### config.mk
export PLATFORM = sky130hd
export DESIGN_NAME = ifu_fetch
export DESIGN_NICKNAME = d
export VERILOG_FILES = /design/src/rtl/fetch_pkg.sv /design/src/rtl/ifu_fetch.sv
export SDC_FILE = /design/constraint.sdc
export NUM_CORES = 1
export LEC_CHECK = 0
export BUFFER_PORTS_ARGS = -buffer_cell sky130_fd_sc_hd__buf_2
export CAP_MARGIN = 40
export CORE_ASPECT_RATIO = 0.9
export CORE_UTILIZATION = 44
export CTS_CLUSTER_SIZE = 30
export DETAILED_ROUTE_END_ITERATION = 12
export MAX_ROUTING_LAYER = met4
export PLACE_DENSITY = 0.8
export SETUP_SLACK_MARGIN = 0.3
export SLEW_MARGIN = 0
export SYNTH_ARGS = -nofsm -noshare
export SYNTH_HDL_FRONTEND = slang
export SYNTH_SLANG_ARGS = --single-unit
export TNS_END_PERCENT = 30
### constraint.sdc
create_clock -name clk -period 2.2 [get_ports clk]
set_input_delay 0.22 -clock clk [delete_from_list [all_inputs] [get_ports clk]]
set_output_delay 0.22 -clock clk [all_outputs]
set_load 0.01 [all_outputs]
### src/rtl/fetch_pkg.sv
`default_nettype none
// ============================================================================
// Module      : fetch_pkg
// Description : Shared types and constants for the instruction-fetch stage.
// Revision    : 1.0 - initial release
// ============================================================================
package fetch_pkg;

  // Fetch controller states: issue, await data, present to decode, discard.
  typedef enum logic [1:0] {
    REQ  = 2'd0,
    WAIT = 2'd1,
    HOLD = 2'd2,
    DROP = 2'd3
  } fetch_state_t;

  // Default first fetch address after reset.
  localparam logic [63:0] PC_RESET_DEFAULT = 64'h8000_0000;

  // Instruction word width.
  localparam int ILEN = 32;

endpackage
`default_nettype wire

### src/rtl/ifu_fetch.sv
`default_nettype none
// ============================================================================
// Module      : ifu_fetch
// Description : Instruction-fetch stage. Owns the PC, issues one outstanding
//               word read at a time and hands each fetched instruction with
//               its PC to decode over valid/ready. Redirects from execute
//               flush any in-flight or held instruction.
// Revision    : 1.0 - initial release
// ============================================================================
module ifu_fetch
  import fetch_pkg::*;
#(
  parameter int               XLEN     = 64,
  parameter logic [XLEN-1:0]  PC_RESET = XLEN'(PC_RESET_DEFAULT)
) (
  input  logic            clk,
  input  logic            reset,
  output logic            ireq_valid,
  output logic [XLEN-1:0] ireq_addr,
  input  logic            ireq_addr_ok,
  input  logic            iresp_data_ok,
  input  logic [ILEN-1:0] iresp_data,
  output logic            instr_valid,
  output logic [ILEN-1:0] instr,
  output logic [XLEN-1:0] instr_pc,
  input  logic            instr_ready,
  input  logic            redirect_valid,
  input  logic [XLEN-1:0] redirect_pc
);

  fetch_state_t    r_state;
  fetch_state_t    w_state_nxt;
  logic [XLEN-1:0] r_pc;
  logic [XLEN-1:0] w_pc_nxt;
  logic [ILEN-1:0] r_instr;
  logic [ILEN-1:0] w_instr_nxt;
  logic [XLEN-1:0] r_instr_pc;
  logic [XLEN-1:0] w_instr_pc_nxt;
  logic            r_instr_valid;
  logic            w_instr_valid_nxt;
  logic [XLEN-1:0] w_redirect_pc;

  // Redirect targets are forced onto a word boundary.
  assign w_redirect_pc = redirect_pc & ~XLEN'(3);

  assign ireq_addr   = r_pc;
  assign instr_valid = r_instr_valid;
  assign instr       = r_instr;
  assign instr_pc    = r_instr_pc;

  // Next-state, next-PC and output-buffer update; redirect wins in every state.
  always_comb begin
    w_state_nxt       = r_state;
    w_pc_nxt          = r_pc;
    w_instr_nxt       = r_instr;
    w_instr_pc_nxt    = r_instr_pc;
    w_instr_valid_nxt = r_instr_valid;
    ireq_valid        = 1'b0;

    case (r_state)
      REQ: begin
        ireq_valid = 1'b1;
        if (redirect_valid) begin
          // An accepted address is now stale; its response must be dropped.
          w_pc_nxt    = w_redirect_pc;
          w_state_nxt = ireq_addr_ok ? DROP : REQ;
        end else if (ireq_addr_ok) begin
          w_state_nxt = WAIT;
        end
      end
      WAIT: begin
        if (redirect_valid) begin
          w_pc_nxt    = w_redirect_pc;
          w_state_nxt = iresp_data_ok ? REQ : DROP;
        end else if (iresp_data_ok) begin
          w_instr_nxt       = iresp_data;
          w_instr_pc_nxt    = r_pc;
          w_instr_valid_nxt = 1'b1;
          w_pc_nxt          = r_pc + XLEN'(4);
          w_state_nxt       = HOLD;
        end
      end
      HOLD: begin
        if (redirect_valid) begin
          w_instr_valid_nxt = 1'b0;
          w_pc_nxt          = w_redirect_pc;
          w_state_nxt       = REQ;
        end else if (instr_ready) begin
          w_instr_valid_nxt = 1'b0;
          w_state_nxt       = REQ;
        end
      end
      DROP: begin
        if (redirect_valid) begin
          w_pc_nxt = w_redirect_pc;
        end
        if (iresp_data_ok) begin
          w_state_nxt = REQ;
        end
      end
      default: begin
        w_state_nxt = REQ;
      end
    endcase
  end

  // State, PC and output buffer registers with synchronous active-low reset.
  always_ff @(posedge clk) begin
    if (!reset) begin
      r_state       <= REQ;
      r_pc          <= PC_RESET;
      r_instr       <= '0;
      r_instr_pc    <= '0;
      r_instr_valid <= 1'b0;
    end else begin
      r_state       <= w_state_nxt;
      r_pc          <= w_pc_nxt;
      r_instr       <= w_instr_nxt;
      r_instr_pc    <= w_instr_pc_nxt;
      r_instr_valid <= w_instr_valid_nxt;
    end
  end

  // Only one read is ever outstanding: a response is legal only in WAIT or DROP.
  assert property (@(posedge clk) disable iff (!reset)
                   !(iresp_data_ok && (r_state == REQ || r_state == HOLD)));

endmodule
`default_nettype wire

==> summary.json <==
{
  "detailedPlacementHpwl_mm": 15.78,
  "layout.cells.most_common_list": "sky130_fd_sc_hd__buf_2 (257), sky130_fd_sc_hd__nand2_1 (217), sky130_fd_sc_hd__dfxtp_1 (139), sky130_fd_sc_hd__a21oi_1 (109), sky130_fd_sc_hd__buf_4 (86)",
  "final_design_area_no_fill_um2": 9883,
  "cp_data_required_time_ns": 2.55,
  "timing_worst_setup_path_type": "flip-flop to flip-flop",
  "hold_slack_ns": 0.02947,
  "chipWidth_um": 134.0,
  "final.min_clock_period_ns": 2.299,
  "design.final.nets": 1301,
  "clkSinkCount": 159,
  "grt_usage_pct": 28.23,
  "slew_at_the_pin_closest_to_its_max_slew_limit_ns": 0.5882,
  "async_reset_ff_share_pct": 0,
  "postSynthRegisterBits": 159,
  "cts.path.max_buffers": 2,
  "vdd_ir_drop_max_v": 0.0006882,
  "synth_flop_cell": "sky130_fd_sc_hd__dfxtp_1",
  "cp.buffers_inverters": 0,
  "synth-seq-area-share_pct": 46.16,
  "drc": 0,
  "pin_count_of_the_biggest_net_entering_global_routing": 102,
  "insertion_delay_ns": 0.42,
  "report.final.slew_viol_count": 0,
  "failed_checks": "negative setup slack",
  "root_buffer": "sky130_fd_sc_hd__clkbuf_16",
  "p_int_mw": 5.189,
  "clock_tree_from_tritoncts": "yes",
  "finalWorstSetupSlack_ns": -0.09907,
  "power_switching_mw": 1.727,
  "cts_buffers": 17,
  "synth_enable_flop_cells": 0,
  "path_cells": "nand4_4, or4_4, or4_4, or4_1, a31oi_1",
  "area_overhead_vs_synth_pct": 43.33,
  "drt_first_iter_violations": 511,
  "seq_power_share_pct": 44.4,
  "cts_hold_buf": 0,
  "post_synth_num_cell_types": 45,
  "rsz0062_at_grt": "yes",
  "critPathArrivalTime_ns": 2.65,
  "p_leak_nw": 4.096,
  "area_of_the_die_um2": 16180,
  "fin_worst_skew_ns": 0.008540,
  "wire_length_of_the_first_global_routing_pass_mm": 34.89,
  "relSlewSlack_pct": 60.78,
  "post-route-period-util_pct": 104.5,
  "die_h_um": 120.8,
  "hold_viol": 0,
  "final_common_cell": "sky130_fd_sc_hd__buf_2",
  "worst_setup_hold_path_clk_slew_ns": 0.06,
  "cap_violations": 0,
  "grt_remaining_overflow": 0,
  "avgRoutedWirePerCell_um": 16.31,
  "min_path_type": "input pin to flip-flop",
  "dpl-instance-area_um2": 8942,
  "boundaryPins": 264,
  "synthesis.area_per_instance_um2": 7.748,
  "antenna_found_initial": 1,
  "finalSetupViolCount": 6,
  "drt_pass1_iterations": 5,
  "worstPathMaxFanout": 5,
  "power_frac_comb_pct": 12.0,
  "first_global_vias": 6996,
  "critical_path.startpoint_type": "flip-flop",
  "critical_path.slowest_cell": "sky130_fd_sc_hd__or4_4",
  "run_status": "finished with violations",
  "proportion_of_layout_cells_with_a_drive_suffix_above_1_pct": 37.57,
  "drt-total-wl_mm": 23.06,
  "num_vias": 7778,
  "postSynthCellCount": 890,
  "starting_density_pct": 44.81,
  "vias_per_instance": 5.501,
  "cpPeakStageDelay_ns": 0.60,
  "ys.warnings.count": 0,
  "dpl_worst_slack_ns": -0.1455,
  "clock_power_share_pct": 43.6,
  "power.switching_fraction_pct": 24.97,
  "achievable-frequency_mhz": 435.0,
  "std_cell_rows": 43,
  "floorplan.core_area_um2": 15390,
  "drtAntennaViolNets": 0,
  "fin_tns_setup_ns": -0.2233,
  "finalWeightedCongestion": 0.8797,
  "htreeDepth": 4,
  "timing.critical_path.mode_cell": "sky130_fd_sc_hd__or4_4",
  "power.density_cell_area_nw_per_um2": 699.7,
  "setup.worst_path.end_class": "flip-flop",
  "synth.cell_area_um2": 6895,
  "total_power_mw": 6.916,
  "critical_path.top_delay_family": "simple AND/OR/NAND/NOR gates",
  "placement.io_buffers": 257
}
[final cells by class]
class	instances	area, um^2
Tap cell	202	252.7
Antenna cell	1	2.502
Timing Repair Buffer	355	2097
Multi-Input combinational cell	657	3666
Clock inverter	10	137.6
Fill cell	1325	5504
Sequential cell	159	3231
Inverter	8	32.53
Clock buffer	22	464.2
[layer usage]
metal / vias to the layer above / routed length [um] / track usage (%)
met5: - / 0 / -
met4: 0 / 412 / 9.375
met3: 34 / 1756 / 6.709
met2: 343 / 11010 / 46.18
met1: 3646 / 9880 / 34.14
li1: 3755 / - / -
[cells in the mapped netlist (7+ instances only)]
| master | count | area, um^2 |
|---|---|---|
| sky130_fd_sc_hd__a211oi_1 | 16 | 120.1 |
| sky130_fd_sc_hd__a21oi_1 | 109 | 545.5 |
| sky130_fd_sc_hd__a311oi_1 | 8 | 70.07 |
| sky130_fd_sc_hd__a31oi_1 | 23 | 143.9 |
| sky130_fd_sc_hd__and3_1 | 8 | 50.05 |
| sky130_fd_sc_hd__and4_1 | 8 | 70.07 |
| sky130_fd_sc_hd__clkbuf_1 | 58 | 217.7 |
| sky130_fd_sc_hd__dfxtp_1 | 159 | 3183 |
| sky130_fd_sc_hd__inv_1 | 8 | 30.03 |
| sky130_fd_sc_hd__nand2_1 | 219 | 822.0 |
| sky130_fd_sc_hd__nand3_1 | 20 | 100.1 |
| sky130_fd_sc_hd__nand4_1 | 19 | 118.9 |
| sky130_fd_sc_hd__nor2_1 | 42 | 157.7 |
| sky130_fd_sc_hd__nor3_1 | 18 | 90.09 |
| sky130_fd_sc_hd__nor4_1 | 12 | 75.07 |
| sky130_fd_sc_hd__o21ai_0 | 55 | 275.3 |
| sky130_fd_sc_hd__o31ai_1 | 15 | 112.6 |
| sky130_fd_sc_hd__or3_1 | 11 | 68.82 |
| sky130_fd_sc_hd__or4_1 | 18 | 135.1 |
| sky130_fd_sc_hd__xnor2_1 | 12 | 105.1 |
| sky130_fd_sc_hd__xor2_1 | 7 | 61.31 |
[repair_timing]
action                                  4_1_cts  5_1_grt
endpoints found under the setup margin      115       93
pin swaps                                    20       22
cloned                                        3        0
hold endpoints to repair                      0        0
gates resized for setup                      32       29
setup buffers                                 7        1
[tightest hold or removal path, stage by stage]
cell and delay [ns]:
sky130_fd_sc_hd__buf_2 0.09, sky130_fd_sc_hd__nand2_1 0.04, sky130_fd_sc_hd__a21oi_1 0.05
[registers in the layout, indices dropped and copies added (netlist names)]
signal,flops
instr,32
r_state,2
instr_pc,62
instr_valid,1
ireq_addr,62
[cells by family after synthesis]
logic type,after synthesis,synth area share [%]
buffers and inverters,80,4.754
adder cells (fa/ha/maj),1,0.1814
AO/OA/AOI/OAI,236,19.69
flip-flops,159,46.16
multiplexers,3,0.4718
AND/OR/NAND/NOR,391,26.28
XOR/XNOR,19,2.413
other,1,0.05438
[stage by stage]
stage,utilization [%],cells
floorplan,-,893
global placement,58.12,1370
detailed placement,58.12,1370
CTS,63.29,1412
global route,64.23,1414
finish,64.23,1414
[path summary, 6_finish.rpt]
path	cells after the start	from	slack (ns)	end
worst max-delay path	5	ireq_addr[7]	-0.1	ireq_addr[49]
worst min-delay path	3	iresp_data[24]	0.03	instr[24]
worst max register to register	5	ireq_addr[7]	-0.1	ireq_addr[49]
worst min register to register	2	instr[19]	0.45	instr[19]
[power groups by stage]
stage                     logic (mW)  clock network, mW  registers (mW)
after floorplan                0.300                  0            3.21
after global placement         0.791                  0            3.12
after detailed placement       0.800                  0            3.13
after CTS                      0.813               3.05            3.07
after global routing           0.903               3.17            3.08
final                          0.832               3.01            3.07
(Power assumes the default switching activity.)
